$ cat config.mk
export PLATFORM = sky130hd
export DESIGN_NAME = fft_arb
export DESIGN_NICKNAME = d
export VERILOG_FILES = /design/src/rtl/fft_pkg.sv /design/src/rtl/rr_pick.sv /design/src/rtl/fft_arb.sv
export SDC_FILE = /design/constraint.sdc
export NUM_CORES = 1
export LEC_CHECK = 0
export CORE_MARGIN = 1
export CORE_UTILIZATION = 37
export DETAILED_ROUTE_END_ITERATION = 8
export MAX_ROUTING_LAYER = met4
export PLACE_DENSITY = 0.63
export SYNTH_ARGS = -nofsm -noshare
export SYNTH_HDL_FRONTEND = slang
export SYNTH_SLANG_ARGS = --single-unit
$ cat constraint.sdc
create_clock -name clk -period 15.81 [get_ports clk]
set_input_delay 1.581 -clock clk [delete_from_list [all_inputs] [get_ports clk]]
set_output_delay 1.581 -clock clk [all_outputs]
set_load 0.02 [all_outputs]
$ cat src/rtl/fft_pkg.sv
// ----------------------------------------------------------------------------
// fft_pkg
// Shared definitions for the FFT core front-end arbiter.
//   state_e   : one-hot arbiter state encoding
//   LEN_*     : position of the transform length field inside a config word
//   MODE_BIT  : transform direction bit inside a config word (0=FFT, 1=IFFT)
// ----------------------------------------------------------------------------
package fft_pkg;

    // One-hot so each state decodes from a single flop.
    typedef enum logic [3:0] {
        ST_IDLE = 4'b0001,
        ST_CFG  = 4'b0010,
        ST_LOAD = 4'b0100,
        ST_WAIT = 4'b1000
    } state_e;

    // Config word field layout.
    localparam int unsigned LEN_LSB  = 0;
    localparam int unsigned LEN_MSB  = 15;
    localparam int unsigned MODE_BIT = 16;

endpackage

$ cat src/rtl/rr_pick.sv
// ----------------------------------------------------------------------------
// rr_pick
// Purely combinational round-robin selector: returns the first set request at
// or after ptr, scanning upwards and wrapping from NUM_CH-1 back to 0.
//   req  : request vector
//   ptr  : index where the scan starts (always < NUM_CH)
//   gnt  : one-hot selected request (zero when nothing requests)
//   idx  : binary index of the selected request
//   any  : at least one request is set
// ----------------------------------------------------------------------------
module rr_pick #(
    parameter int unsigned NUM_CH = 4,
    parameter int unsigned CH_W   = 2
) (
    input  logic [NUM_CH-1:0] req,
    input  logic [CH_W-1:0]   ptr,
    output logic [NUM_CH-1:0] gnt,
    output logic [CH_W-1:0]   idx,
    output logic              any
);

    int unsigned     pos;
    logic [CH_W-1:0] pos_w;

    always_comb begin
        gnt   = '0;
        idx   = '0;
        any   = 1'b0;
        pos   = 0;
        pos_w = '0;
        for (int unsigned k = 0; k < NUM_CH; k++) begin
            pos   = (32'(ptr) + k) % NUM_CH;
            pos_w = CH_W'(pos);
            // First hit wins; later hits in the scan are ignored.
            if (!any && req[pos_w]) begin
                any        = 1'b1;
                gnt[pos_w] = 1'b1;
                idx        = pos_w;
            end
        end
    end

endmodule

$ cat src/rtl/fft_arb.sv
// ----------------------------------------------------------------------------
// fft_arb
// Shares one FFT core between NUM_CH channels. A channel is granted round-robin,
// its config word is pushed to the core only when it differs from the last one
// accepted, then its frame is passed straight through to the core input. The
// arbiter then waits for the core to finish output before granting again.
//
// Ports
//   clk, rst_n          : clock, asynchronous active-low reset
//   req                 : per-channel frame pending (held until frame accepted)
//   ch_cfg              : per-channel config words, slice i = channel i
//   grant               : one-hot owner of the core, zero when idle/waiting
//   s_valid/s_last      : per-channel input stream
//   s_ready             : per-channel ready, only the granted channel can see 1
//   m_cfg_valid/data    : config handshake to the core (registered)
//   m_cfg_ready         : core accepts config
//   m_valid/m_last      : stream to the core (passthrough from granted channel)
//   m_ready             : core accepts stream beat
//   fft_odone           : core finished outputting the current frame
//   out_ch              : channel whose frame the core is computing/outputting
//   busy                : arbiter not idle
// ----------------------------------------------------------------------------
module fft_arb
    import fft_pkg::*;
#(
    parameter int unsigned NUM_CH    = 4,
    parameter int unsigned CFG_WIDTH = 24,
    parameter int unsigned CH_W      = $clog2(NUM_CH)
) (
    input  logic                        clk,
    input  logic                        rst_n,
    input  logic [NUM_CH-1:0]           req,
    input  logic [NUM_CH*CFG_WIDTH-1:0] ch_cfg,
    output logic [NUM_CH-1:0]           grant,
    input  logic [NUM_CH-1:0]           s_valid,
    input  logic [NUM_CH-1:0]           s_last,
    output logic [NUM_CH-1:0]           s_ready,
    output logic                        m_cfg_valid,
    output logic [CFG_WIDTH-1:0]        m_cfg_data,
    input  logic                        m_cfg_ready,
    output logic                        m_valid,
    output logic                        m_last,
    input  logic                        m_ready,
    input  logic                        fft_odone,
    output logic [CH_W-1:0]             out_ch,
    output logic                        busy
);

    state_e               state;
    logic [CH_W-1:0]      rr_ptr;
    logic [CH_W-1:0]      gidx;       // binary index of the current grant
    logic [CFG_WIDTH-1:0] last_cfg;   // last config the core accepted
    logic                 cfg_vld;    // last_cfg holds a real config

    logic [NUM_CH-1:0]    pick_gnt;
    logic [CH_W-1:0]      pick_idx;
    logic                 pick_any;

    logic [CFG_WIDTH-1:0] cfg_arr [NUM_CH];
    logic [CFG_WIDTH-1:0] pick_cfg;
    logic                 need_cfg;
    logic                 in_load;
    logic                 frame_end;

    // ------------------------------------------------------------------------
    // Round-robin selection
    // ------------------------------------------------------------------------
    rr_pick #(
        .NUM_CH (NUM_CH),
        .CH_W   (CH_W)
    ) u_rr_pick (
        .req (req),
        .ptr (rr_ptr),
        .gnt (pick_gnt),
        .idx (pick_idx),
        .any (pick_any)
    );

    always_comb begin
        for (int unsigned i = 0; i < NUM_CH; i++) begin
            cfg_arr[i] = ch_cfg[i*CFG_WIDTH +: CFG_WIDTH];
        end
    end

    assign pick_cfg = cfg_arr[pick_idx];
    // Reconfigure unless the core already holds exactly this config.
    assign need_cfg = !cfg_vld || (pick_cfg != last_cfg);

    // ------------------------------------------------------------------------
    // Stream passthrough while loading; everything else sees ready low.
    // ------------------------------------------------------------------------
    assign in_load = (state == ST_LOAD);

    always_comb begin
        m_valid = 1'b0;
        m_last  = 1'b0;
        s_ready = '0;
        if (in_load) begin
            m_valid = s_valid[gidx];
            m_last  = s_last[gidx];
            s_ready = grant & {NUM_CH{m_ready}};
        end
    end

    assign frame_end = m_valid && m_ready && m_last;
    assign busy      = (state != ST_IDLE);

    // ------------------------------------------------------------------------
    // Arbiter FSM and registered outputs
    // ------------------------------------------------------------------------
    always_ff @(posedge clk or negedge rst_n) begin
        if (!rst_n) begin
            state       <= ST_IDLE;
            grant       <= '0;
            gidx        <= '0;
            rr_ptr      <= '0;
            m_cfg_valid <= 1'b0;
            m_cfg_data  <= '0;
            last_cfg    <= '0;
            cfg_vld     <= 1'b0;
            out_ch      <= '0;
        end else begin
            unique case (state)
                ST_IDLE: begin
                    if (pick_any) begin
                        grant  <= pick_gnt;
                        gidx   <= pick_idx;
                        rr_ptr <= (pick_idx == CH_W'(NUM_CH - 1)) ? '0 : pick_idx + 1'b1;
                        if (need_cfg) begin
                            state       <= ST_CFG;
                            m_cfg_valid <= 1'b1;
                            m_cfg_data  <= pick_cfg;
                        end else begin
                            state <= ST_LOAD;
                        end
                    end
                end
                ST_CFG: begin
                    // Valid and data stay put until the core takes them.
                    if (m_cfg_ready) begin
                        last_cfg    <= m_cfg_data;
                        cfg_vld     <= 1'b1;
                        m_cfg_valid <= 1'b0;
                        state       <= ST_LOAD;
                    end
                end
                ST_LOAD: begin
                    if (frame_end) begin
                        state  <= ST_WAIT;
                        grant  <= '0;
                        out_ch <= gidx;
                    end
                end
                ST_WAIT: begin
                    if (fft_odone) begin
                        state <= ST_IDLE;
                    end
                end
                default: begin
                    state       <= ST_IDLE;
                    grant       <= '0;
                    m_cfg_valid <= 1'b0;
                end
            endcase
        end
    end

    // ------------------------------------------------------------------------
    // Protocol properties
    // ------------------------------------------------------------------------
    a_grant_onehot0: assert property (@(posedge clk) disable iff (!rst_n)
        $onehot0(grant));

    a_cfg_hold: assert property (@(posedge clk) disable iff (!rst_n)
        (m_cfg_valid && !m_cfg_ready) |=> (m_cfg_valid && $stable(m_cfg_data)));

    a_ready_owner: assert property (@(posedge clk) disable iff (!rst_n)
        (s_ready & ~grant) == '0);

endmodule
==> impl_metrics.json <==
{
  "status": "finished, final reports clean",
  "cp_slowest_cell": "a2111oi_1",
  "drive_above_1_share": 0.130,
  "syn_nets": 740,
  "p_int_w": 0.000925,
  "r2r_end": "m_cfg_data[6]",
  "cap_violations": 0,
  "p_per_area_nw_per_um2": 239,
  "final_cell_mix": "clkdlybuf4s50_1, nand2_1, dfrtp_1",
  "final.setup.tns_ns": 0,
  "cts_tree": "built",
  "cts_buffer_depth": 2,
  "ys_seq_area_frac": 0.291,
  "yosys_warnings": 0,
  "drc_errors": 0,
  "grt_usage": 0.258,
  "areaGrowthSynthToFinish_pct": 34.7,
  "io_pins": 151,
  "post_synth.cell_area_avg_um2": 8.91,
  "insertion_delay_ns": 0.34,
  "routedWlPerCell_um": 20.4,
  "cts_max_level": 3,
  "fmax_mhz": 143,
  "crit_fanout": 13,
  "cts_made_buffers": 9,
  "final_common_cell": "clkdlybuf4s50_1",
  "synth_area_leaders": "dfrtp_1, mux2_2, mux2i_1",
  "die_h_um": 124,
  "slew_headroom": 0.323,
  "min_path_type": "register to register",
  "synth_edf_count": 0,
  "rows": 44,
  "dominantRegCellSynth": "dfrtp_1",
  "hold_viol_final": 0,
  "drt-total-wl_mm": 19.1,
  "diodes": 0,
  "antenna_found_initial": 0,
  "arrival_ns": 7.23,
  "clk_pin_slew_ns": 0.06,
  "endpoint": "m_cfg_data[6]",
  "critPathKind": "input pin to register",
  "ys_async_sr_fraction": 1.00,
  "io_buffers": 150,
  "detail-route-antenna-nets": 0,
  "finClkSkew_ns": 0.00679,
  "netlist_instances": 619,
  "clock_sinks": 64,
  "finalPower_w": 0.00178,
  "fin_util": 0.511,
  "dieArea_um2": 15400,
  "irDropWorstVdd_mv": 0.109,
  "first_pass_iters": 5,
  "clkPwrFrac": 0.124,
  "routed_via_density": 6.04,
  "synth.top_cell.area_share": 0.286,
  "rsz0062_at_grt": "no",
  "start_util": 0.379,
  "fin_crit_sh": 0.444,
  "fillers": 1399,
  "nets": 867,
  "synth_seq_cells": 64,
  "dp_hpwl_mm": 14.3,
  "postCtsHoldBufs": 0,
  "crit_chain": "clkdlybuf4s50_1 -> mux4_2 -> nor2b_1 -> buf_4 -> nor2_2 -> mux2i_1 -> a2111oi_1 -> o21ai_0 -> a2111oi_0 -> nor4b_2 -> nand3_2 -> and2_1 -> buf_4 -> mux2_4",
  "r2r-start": "rr_ptr[0]",
  "post_synth_num_cell_types": 74,
  "drt_iter0_drc": 483,
  "worstMarginPinSlew_ns": 1.02,
  "cts_setup_buffers": 0,
  "first_global_vias": 5426,
  "worstSetupStartpointType": "input pin",
  "min_from": "cfg_vld",
  "startpoint": "req[3]",
  "cts_resized": 0,
  "p_leak_nw": 3.04,
  "p_sw_frac": 0.480,
  "fin_crit_ns": 7.02,
  "core-area_um2": 14500,
  "routabilityCongestion": 0.908,
  "path_common_cell": "buf_4",
  "grt_pass1_wl_mm": 28.9,
  "r2r_cells": 16,
  "overflow": 0,
  "r2r_setup_slack_ns": 9.13,
  "yosysTopAreaCell": "dfrtp_1",
  "power_frac_seq": 0.187,
  "dieWidth_um": 124,
  "syn_area_um2": 5520,
  "grt_start_max_net_pins": 65,
  "critical-path-max-stage-delay_ns": 0.85,
  "comb_power_share": 0.689,
  "setup_viol": 0,
  "root_buffer": "clkbuf_16",
  "p_sw_w": 0.000852,
  "holdWs_ns": 0.473,
  "maxSlewViolCount": 0,
  "vias": 5645,
  "critPathRequiredTime_ns": 16.03,
  "endpoint_kind": "register"
}
[flip-flops by register name, summed over array words and instances, names as in the netlist]
register,count
rr_ptr,2
last_cfg,24
gidx,2
state,4
grant,4
out_ch,2
cfg_vld,1
m_cfg_data,24
m_cfg_valid,1
[worst max-delay path: cells and delay by family]
kind,cells,cell delay (ns)
and+or+nand+nor,5,1.70
muxes,3,1.17
AOI/OAI and AO/OA,3,1.54
buffers and inverters,3,1.23
[cells by family after synthesis]
group | Yosys count | synth area share
adder cells (fa/ha/maj) | 8 | 0.0181
flip-flops | 64 | 0.291
AO/OA/AOI/OAI | 176 | 0.223
buffers and inverters | 68 | 0.0565
AND/OR/NAND/NOR | 193 | 0.177
multiplexers | 94 | 0.209
XOR/XNOR | 16 | 0.0254
[cell usage after synthesis, types with 12 or more instances]
library cell	count
nor2_1	35
a21oi_1	24
nand3_1	18
o21ai_0	38
nand2_1	63
and3_1	13
inv_1	24
a221oi_1	12
clkbuf_1	26
dfrtp_1	63
mux2_2	36
mux2_4	18
a31oi_1	12
mux2i_1	34
[stage by stage]
step | area, um^2 | cells | setup WS, ns
global placement | 7100 | 919 | 8.90
finish | 7430 | 935 | 8.79
detailed placement | 7100 | 919 | 8.55
floorplan | 5520 | 619 | 10.71
global route | 7430 | 935 | 8.46
CTS | 7430 | 935 | 8.89
[worst min path at each step]
stage / depth (start not counted) / endpoint
floorplan: 1 / cfg_vld
global placement: 1 / cfg_vld
detailed placement: 1 / cfg_vld
CTS: 1 / cfg_vld
global route: 1 / cfg_vld
finish: 1 / cfg_vld
[routing by layer]
layer	routed length, um	track usage
met4	787	0.119
met1	8170	0.322
met2	8860	0.409
met5	0	-
met3	1270	0.0412
[power groups by stage]
stage          clock network [W]  logic [W]  registers, W
5_1_grt                 0.000230    0.00132      0.000343
2_1_floorplan                  0   0.000840      0.000351
4_1_cts                 0.000223    0.00122      0.000331
3_3_place_gp                   0    0.00119      0.000328
3_5_place_dp                   0    0.00121      0.000332
6_report                0.000220    0.00122      0.000333
[final cells by class]
cell class	count	area, um^2	share of cell area
clock buffers	10	239	0.0322
clock inverters	6	92.6	0.0125
inverters	24	90.1	0.0121
repair buffers	160	1570	0.212
multi-input cells	487	3600	0.485
well taps	184	230	0.0310
flip-flops and latches	64	1600	0.216
Note: power is estimated with default switching activity, not from simulation.
